===== src/rtl/text_line_fetcher.sv =====
// Text line fetcher: holds a ROWS x COLS character window, prefetches the glyph
// rows needed for the next scanline during horizontal blank through a shared
// registered font ROM, then serializes them into a per-pixel is_text flag.
module text_line_fetcher #(
  parameter int COLS    = 16,
  parameter int ROWS    = 4,
  parameter int X0      = 448,
  parameter int Y0      = 80,
  parameter int H_TRIG  = 640,
  parameter int H_TOTAL = 800,
  parameter int V_LINES = 525,
  localparam int RW     = (ROWS > 1) ? $clog2(ROWS) : 1,
  localparam int CW     = (COLS > 1) ? $clog2(COLS) : 1
) (
  input  logic          Clk,
  input  logic          Reset_n,
  input  logic [9:0]    DrawX,
  input  logic [9:0]    DrawY,
  input  logic          wr_en,
  input  logic [RW-1:0] wr_row,
  input  logic [CW-1:0] wr_col,
  input  logic [6:0]    wr_char,
  output logic [10:0]   font_addr,
  input  logic [7:0]    font_data,
  output logic          busy,
  output logic          is_text
);

  typedef enum logic [1:0] {
    IDLE  = 2'd0,
    FETCH = 2'd1,
    DRAIN = 2'd2
  } state_t;

  state_t        state_r;
  logic [CW-1:0] col_r;
  logic [RW-1:0] tr_r;
  logic [3:0]    gr_r;
  logic          line_valid_r;
  logic          cap_en_r;
  logic [CW-1:0] col_d_r;
  logic [7:0]    line_buf_r [COLS];
  logic [6:0]    charmem_r  [ROWS][COLS];

  logic [9:0]    ny_s;
  logic [10:0]   diff_s;
  logic          hit_s;
  logic [RW-1:0] tr_s;
  logic [3:0]    gr_s;
  logic [10:0]   dx_s;
  logic          in_win_s;
  logic [CW-1:0] c_s;
  logic [2:0]    b_s;
  logic          pix_s;
  logic          row_ok_s;
  logic          col_ok_s;
  logic [CW-1:0] col_nxt_s;

  // Range guards only exist when the address fields can exceed the array size.
  if ((1 << RW) > ROWS) begin : g_row_chk
    assign row_ok_s = (32'(wr_row) < ROWS);
  end else begin : g_row_full
    assign row_ok_s = 1'b1;
  end

  if ((1 << CW) > COLS) begin : g_col_chk
    assign col_ok_s = (32'(wr_col) < COLS);
  end else begin : g_col_full
    assign col_ok_s = 1'b1;
  end

  // Next-line window decode; an 11-bit subtract exposes ny < Y0 as the borrow bit.
  always_comb begin
    ny_s      = (DrawY == 10'(V_LINES - 1)) ? 10'd0 : (DrawY + 10'd1);
    diff_s    = {1'b0, ny_s} - 11'(Y0);
    hit_s     = (diff_s[10] == 1'b0) && (diff_s[9:0] < 10'(16 * ROWS));
    tr_s      = diff_s[RW+3:4];
    gr_s      = diff_s[3:0];
    col_nxt_s = col_r + CW'(1);
  end

  // Horizontal window decode and pixel select from the line buffer, MSB leftmost.
  always_comb begin
    dx_s     = {1'b0, DrawX} - 11'(X0);
    in_win_s = (dx_s[10] == 1'b0) && (dx_s[9:0] < 10'(8 * COLS));
    c_s      = dx_s[CW+2:3];
    b_s      = 3'd7 - dx_s[2:0];
    if (in_win_s) begin
      pix_s = line_buf_r[c_s][b_s];
    end else begin
      pix_s = 1'b0;
    end
  end

  // Character memory: cleared to blank on reset, out-of-range writes dropped.
  always_ff @(posedge Clk or negedge Reset_n) begin
    if (!Reset_n) begin
      for (int r = 0; r < ROWS; r++) begin
        for (int c = 0; c < COLS; c++) begin
          charmem_r[r][c] <= 7'h00;
        end
      end
    end else if (wr_en && row_ok_s && col_ok_s) begin
      charmem_r[wr_row][wr_col] <= wr_char;
    end
  end

  // Prefetch FSM; font_addr is issued one edge ahead so it is registered.
  always_ff @(posedge Clk or negedge Reset_n) begin
    if (!Reset_n) begin
      state_r      <= IDLE;
      col_r        <= '0;
      tr_r         <= '0;
      gr_r         <= 4'd0;
      font_addr    <= 11'd0;
      busy         <= 1'b0;
      line_valid_r <= 1'b0;
    end else begin
      case (state_r)
        IDLE: begin
          if (DrawX == 10'(H_TRIG)) begin
            line_valid_r <= 1'b0;
            if (hit_s) begin
              tr_r      <= tr_s;
              gr_r      <= gr_s;
              col_r     <= '0;
              font_addr <= {charmem_r[tr_s][0], gr_s};
              busy      <= 1'b1;
              state_r   <= FETCH;
            end
          end
        end
        FETCH: begin
          if (col_r == CW'(COLS - 1)) begin
            font_addr <= 11'd0;
            state_r   <= DRAIN;
          end else begin
            col_r     <= col_nxt_s;
            font_addr <= {charmem_r[tr_r][col_nxt_s], gr_r};
          end
        end
        DRAIN: begin
          line_valid_r <= 1'b1;
          busy         <= 1'b0;
          col_r        <= '0;
          state_r      <= IDLE;
        end
        default: begin
          font_addr <= 11'd0;
          busy      <= 1'b0;
          col_r     <= '0;
          state_r   <= IDLE;
        end
      endcase
    end
  end

  // Capture ROM data one cycle after each fetch address into the line buffer.
  always_ff @(posedge Clk or negedge Reset_n) begin
    if (!Reset_n) begin
      cap_en_r <= 1'b0;
      col_d_r  <= '0;
      for (int c = 0; c < COLS; c++) begin
        line_buf_r[c] <= 8'h00;
      end
    end else begin
      cap_en_r <= (state_r == FETCH);
      col_d_r  <= col_r;
      if (cap_en_r) begin
        line_buf_r[col_d_r] <= font_data;
      end
    end
  end

  // Registered pixel flag, gated by a complete line buffer.
  always_ff @(posedge Clk or negedge Reset_n) begin
    if (!Reset_n) begin
      is_text <= 1'b0;
    end else begin
      is_text <= line_valid_r & pix_s;
    end
  end

endmodule


===== config.mk =====
export PLATFORM = sky130hd
export DESIGN_NAME = text_line_fetcher
export DESIGN_NICKNAME = d
export VERILOG_FILES = /design/src/rtl/text_line_fetcher.sv
export SDC_FILE = /design/constraint.sdc
export NUM_CORES = 1
export LEC_CHECK = 0
export ABC_AREA = 1
export CAP_MARGIN = 20
export CELL_PAD_IN_SITES_DETAIL_PLACEMENT = 1
export CELL_PAD_IN_SITES_GLOBAL_PLACEMENT = 1
export CORE_AREA = 3 3 250 252
export CTS_CLUSTER_SIZE = 40
export DETAILED_ROUTE_END_ITERATION = 10
export DIE_AREA = 0 0 253 255
export MAX_ROUTING_LAYER = met4
export PLACE_DENSITY_LB_ADDON = 0.1
export SETUP_SLACK_MARGIN = 0.5
export SLEW_MARGIN = 20
export SYNTH_ARGS = -nofsm -noshare
export SYNTH_HDL_FRONTEND = slang
export SYNTH_SLANG_ARGS = --single-unit

===== constraint.sdc =====
create_clock -name Clk -period 2 [get_ports Clk]
set_input_delay 0.5 -clock Clk [delete_from_list [all_inputs] [get_ports Clk]]
set_output_delay 0.5 -clock Clk [all_outputs]
set_load 0.005 [all_outputs]

After elaboration in Yosys (flattened, before gate mapping):

Cells that the tools add are included.

* add/subtract/negate cells: 5
* order comparisons: 13
* equality and inequality tests: 9
* mux-type cells: 41
* bitwise logic cells: 12
* reduce and logical (&&, ||, !) cells: 13

Operators by type and width (number)
* two-way mux 112 bit: 5
* binary-select mux 112 bit (select 2 bit): 2
* bitwise mux 448 bit: 1
* demux 112 bit (select 2 bit): 1
* bitwise mux 128 bit: 1
* two-way mux 11 bit: 3
* one-hot mux 11 bit (3 select lines): 1
* binary-select mux 8 bit (select 4 bit): 1
* demux 8 bit (select 4 bit): 1
* binary-select mux 7 bit (select 4 bit): 1
* demux 7 bit (select 4 bit): 1
* two-way mux 8 bit: 3
* two-way mux 7 bit: 3
* equality test 10 bit, second input constant: 2
* >= comparator 5 bit, second input constant: 4
* inverter 4 -> 5 bit: 4
* AND reduction 3 bit: 5
* two-way mux 4 bit: 3
* subtractor 10 x 7 -> 11 bit, second input constant: 1
* subtractor 10 x 9 -> 11 bit, second input constant: 1
* adder 10 x 1 -> 10 bit, second input constant: 1
* less-than comparator 10 x 7 -> 1 bit, second input constant: 1
* less-than comparator 10 x 8 -> 1 bit, second input constant: 1
* less-than comparator 5 x 1 -> 1 bit, second input constant: 2
* 23 further kinds: 44

* bits in registers: 607
* input bits: 44
* output and inout bits: 13
* logic and storage cells: 183

Depth between registers and ports, before layout:

* depth after elaboration: 10
* gate-level depth with buffers: 18
* depth with buffers taken out: 17

Least setup slack after synthesis:

No wires, ideal clock.

* path type: input to register
* start: input port DrawY[0]
* end: register font_addr[4]
* library setup time: 117 ps
* data arrival time: 2175 ps
* required time: 1883 ps
* setup slack: -292 ps
* cell stages on the path: 18
* path buffers: 2
* cells stage by stage: inv_1 ha_1 nand2_1 nor2_1 nand3_2 nand2_2 buf_2 ha_1 inv_1 nand3_1 nand2_1 nor2_2 nand2_2 nand2_4 nand2_4 buf_6 nand2_1 nand2_1

* longest elaborated chain between the ends: 10
* elaborated cells on any way between the ends: 16
* classes of those cells: 2 x add/sub; 1 x order compare; 2 x eq/ne; 7 x mux; 2 x bitwise; 2 x reduce/logical

RTL lines
* start, declared: RTL line 18 `input logic [9:0] DrawY,`
* adder 10 x 1 -> 10 bit / equality test 10 bit (equally long branches): RTL line 74 `ny_s = (DrawY == 10'(V_LINES - 1)) ? 10'd0 : (DrawY + 10'd1);`
* two-way mux 10 bit *: RTL line 74
* subtractor 10 x 7 -> 11 bit *: RTL line 75 `diff_s = {1'b0, ny_s} - 11'(Y0);`
* net diff_s[4]: RTL line 46 `logic [10:0] diff_s;`
* parallel branches: the longest is 7 deep, another holds less-than comparator 10 x 7 -> 1 bit
* end signal, assigned: RTL line 127 `font_addr <= {charmem_r[tr_s][0], gr_s};`
* end signal, assigned: RTL line 139 `font_addr <= {charmem_r[tr_r][col_nxt_s], gr_r};`
* end, declared: RTL line 23 `output logic [10:0] font_addr,`

Mark *: on every way through the listed nets, which the timed path passes. The select of a mux whose other input is x is not followed.
A chain may end at the register's enable or synchronous reset.

Final worst setup path:

* start: register tr_r[0]
* end: register font_addr[10]

* longest elaborated chain between the ends: 9

RTL lines
* start, declared: RTL line 37 `logic [RW-1:0] tr_r;`
* start signal, assigned: RTL line 124 `tr_r <= tr_s;`
* inverter 2 -> 3 bit (implied by the code): RTL line 139
* binary-select mux 112 bit (select 2 bit): RTL line 139
* two-way mux 112 bit (implied by the code) (2 in series): RTL line 139
* binary-select mux 7 bit (select 4 bit): RTL line 139
* two-way mux 7 bit (implied by the code) (2 in series): RTL line 139
* two-way mux 11 bit: RTL line 134 `if (col_r == CW'(COLS - 1)) begin`
* one-hot mux 11 bit (3 select lines): RTL line 119 `case (state_r)`

Every way passes these cells. The select of a mux whose other input is x is not followed.

==> results by group <==
Yosys
  • Synthesis-stage register bit count: between 600 and 700
  • Xor/xnor cell area share of the yosys netlist: 0.00123
  • Mapped cell area: 0.0284 mm^2
  • Seq/Total Area, Yosys: 0.534
  • Adder-Cell Fraction of Synth Area: 0.00264
  • Post-synthesis mux area share: 0
  • Main flop type after synthesis: dfrtp_1
  • Largest family of logic cells by synthesized area: simple AND/OR/NAND/NOR gates
  • Post-synth EDFFs: 0
  • Syn_nets: 3673
  • Async S/R FF share, synth: 1.00
  • Synth Instances: 3623
  • Yosys Warn Count: 0
  • Post-synthesis compound-gate area fraction: 0.129
  • Post-Synth Simple-Gate Area: 0.279
  • Post-synth cell types: just over 40
  • Mapped Avg Cell Area: a little under 8 um^2

CTS
  • Worst-path clk slew: 0.06 ns
  • Inserted Clock Buffers: 68
  • CTS root buffer: clkbuf_16
  • # clock sinks: between 600 and 700
  • CTS tree: yes
  • Longest Clk Path Bufs: 3
  • Depth of the CTS H-tree: 3
  • Clk_lat worst skew: 0.62 ns

Cells and area
  • Area occupied by multi-input gates: 0.0132 mm^2
  • Layout cells sized above 1: 0.213
  • Final core utilization: 0.611
  • Area delta synth->final: 29.7%
  • Register area: 0.0152 mm^2
  • Fillers: 6989
  • Nets@finish: 3883

Setup path
  • CP cell instances: buf_8, buf_6, buf_16, buf_6, nand2_2, nand3_1, nand3_2, nand2_1, nand2_1, nand3_2, nand3_4, nand2_2, nand2_1, nand2_1, nand2_1, nand2_1
  • Critical Path End Type: flop
  • Worst EP required: 2.50 ns
  • Crit path max fanout: 7
  • Most used cell, CP: nand2_1
  • Worst Setup Start Kind: flop
  • Slowest stage cell on the critical path: dfrtp_4
  • Reg2reg start: tr_r[0]
  • Critical setup path kind: flop to flop
  • CP max stage delay: 0.50 ns
  • Worst Path Arrival: 2.74 ns
  • CP startpoint: tr_r[0]

Route
  • Post-route ant nets: 0
  • DR DRC count: 0
  • Vias/cell: 5.89
  • Drt pass-1 iters: 5
  • WL per Instance: about 24 um
  • Final WL: 110000 um
  • WL met1: 44400 um
  • Met2 WL: ~56000 um
  • Routed wl met3: 5050 um
  • DRT iter0 DRCs: 1839
  • Via count: 27500
  • Highest metal used: met4

STA
  • Fin crit period: 2.25 ns
  • Fin. Hold Viols: 0
  • Max Clock Freq: 445 MHz
  • Final period util: 1.12
  • RSZ-0062 raised after global routing: yes
  • WHS: 0.308 ns
  • Pins Over Slew Limit: 0
  • Worst-margin pin slew: approximately 0.53 ns
  • Clock Skew: between 0.02 and 0.025 ns
  • Final setup viols: 7
  • Setup ws final: -0.247 ns
  • Max_slew headroom: 0.645

Global routing
  • Initial antenna violation count: 2
  • Vias in the first global route: 28800
  • GRT Total Usage: 0.327
  • First-pass GRT wire length: 161000 um
  • Largest net degree at the start of global routing: 73
  • Overflow after GRT: 0

Die
  • I/O pin cnt: 57
  • Initial core utilization: 0.471
  • Die Height: 255 um
  • Core area: between 0.06 and 0.07 mm^2
  • DIE AREA: 0.0645 mm^2
  • Die width: ~250 um
  • Row count: 90

Placement
  • Post-DP HPWL: 65000 um
  • IO Port Bufs: 56
  • Dpl ws: -0.768 ns
  • Gpl congestion: 0.898

Status
  • Failing checks: setup timing
  • Status: finished with violations

Power
  • Total Power: 31.2 mW
  • PwrDens: 847 mW/mm^2
  • Pleak: 17.0 nW
  • Max rail drop VDD: roughly 0.67 mV

Min path
  • Class of the worst hold path: primary input to flop
  • Min-delay src: DrawY[0]

Flow run
  • Max-cap violations: 0
## what timing repair did
item | 4_1_cts | 5_1_grt
hold buffers | 1 | 0
gates resized for setup | 207 | 322
setup buffers | 24 | 18
endpoints found under the setup margin | 432 | 122
cloned | 7 | 27
hold endpoints to repair | 28 | 0
pin swaps | 23 | 101
## per-stage QoR
stage	instance area [um^2]	TNS (ns)	std cells
6_report	36900	-1.19	4663
5_1_grt	36900	-1.61	4663
4_1_cts	35000	-1.13	4616
3_5_place_dp	31900	-104.26	4468
3_3_place_gp	31900	-80.89	4468
2_1_floorplan	28900	-0.971	3623
## worst paths after layout
kind                             endpoint  slack [ns]  cells past startpoint
setup / recovery            font_addr[10]       -0.25                     16
hold / removal                    gr_r[0]        0.31                      4
setup reg to reg            font_addr[10]       -0.25                     16
hold reg to reg             charmem_r[71]        0.48                      2
max in group asynchronous  charmem_r[334]        0.76                      4
min in group asynchronous   charmem_r[41]        0.41                      2
## synthesized netlist by cell type (3+ instances only)
master    count  area (um^2)
dfrtp_1     607        15200
buf_2        77          385
buf_4        22          165
clkinv_1      5         18.8
nand3_1     430         2150
inv_1        90          338
inv_2         8         30.0
buf_1         7         26.3
a21boi_0      7         52.6
nand3_2       3         30.0
nor2_1      122          458
o21ai_1      22          110
nand2_1    1350         5070
clkbuf_1    147          552
ha_1          6         75.1
o211ai_1     11         82.6
xor2_1        3         26.3
o21ai_0     589         2950
o31ai_1       3         22.5
nand2_2       4         25.0
a21oi_1      82          410
## worst max-delay path: cells and delay by family (launching register included)
kind                   cells  cell delay (ns)
buffers and inverters      4             0.54
AND/OR/NAND/NOR           12             1.08
flip-flops                 1             0.50
## flip-flops by register name (all words and copies together), names as in the netlist
name          flops
busy              1
line_buf_r      128
charmem_r       448
font_addr        11
cap_en_r          1
tr_r              2
is_text           1
col_r             4
state_r           2
col_d_r           4
gr_r              4
line_valid_r      1
## cells in the final DEF (no fill, tap or decap), types with 23 or more instances in the layout
cell / instances
dfrtp_1: 602
a21oi_1: 68
nand2_1: 1241
buf_6: 39
o21ai_0: 548
inv_2: 27
nor2_1: 95
clkbuf_16: 87
nand3_1: 306
inv_1: 65
buf_4: 181
nand3_2: 111
nand2_2: 90
buf_12: 75
nand2_4: 23
o21ai_1: 52
## layer usage
| metal | global-route usage | vias to the layer above |
|---|---|---|
| met2 | 0.551 | 757 |
| met5 | - | - |
| met3 | 0.0382 | 316 |
| met1 | 0.400 | 14100 |
| met4 | 0.144 | 0 |
| li1 | - | 12300 |
## report_power, final
group / internal, mW / switching, mW / total, mW
Clock: 7.73 / 5.32 / 13.1
Combinational: 1.45 / 2.43 / 3.88
Sequential: 13.5 / 0.790 / 14.3
## final cells by class
cell class,instances,share of cell area
clock inverter,17,0.00590
inverter,104,0.0120
sequential,607,0.412
timing repair buffer,390,0.126
tap,782,0.0265
multi-input combinational,2659,0.359
timing repair inverter,3,0.000984
antenna,2,0.000136
clock buffer,99,0.0565
## cell families after synthesis
kind of cell             after synthesis
buffers and inverters                358
AND/OR/NAND/NOR                     1929
AO/OA/AOI/OAI                        719
flip-flops                           607
adder cells (fa/ha/maj)                6
XOR/XNOR                               4
Note: power is estimated with default switching activity, not from simulation.
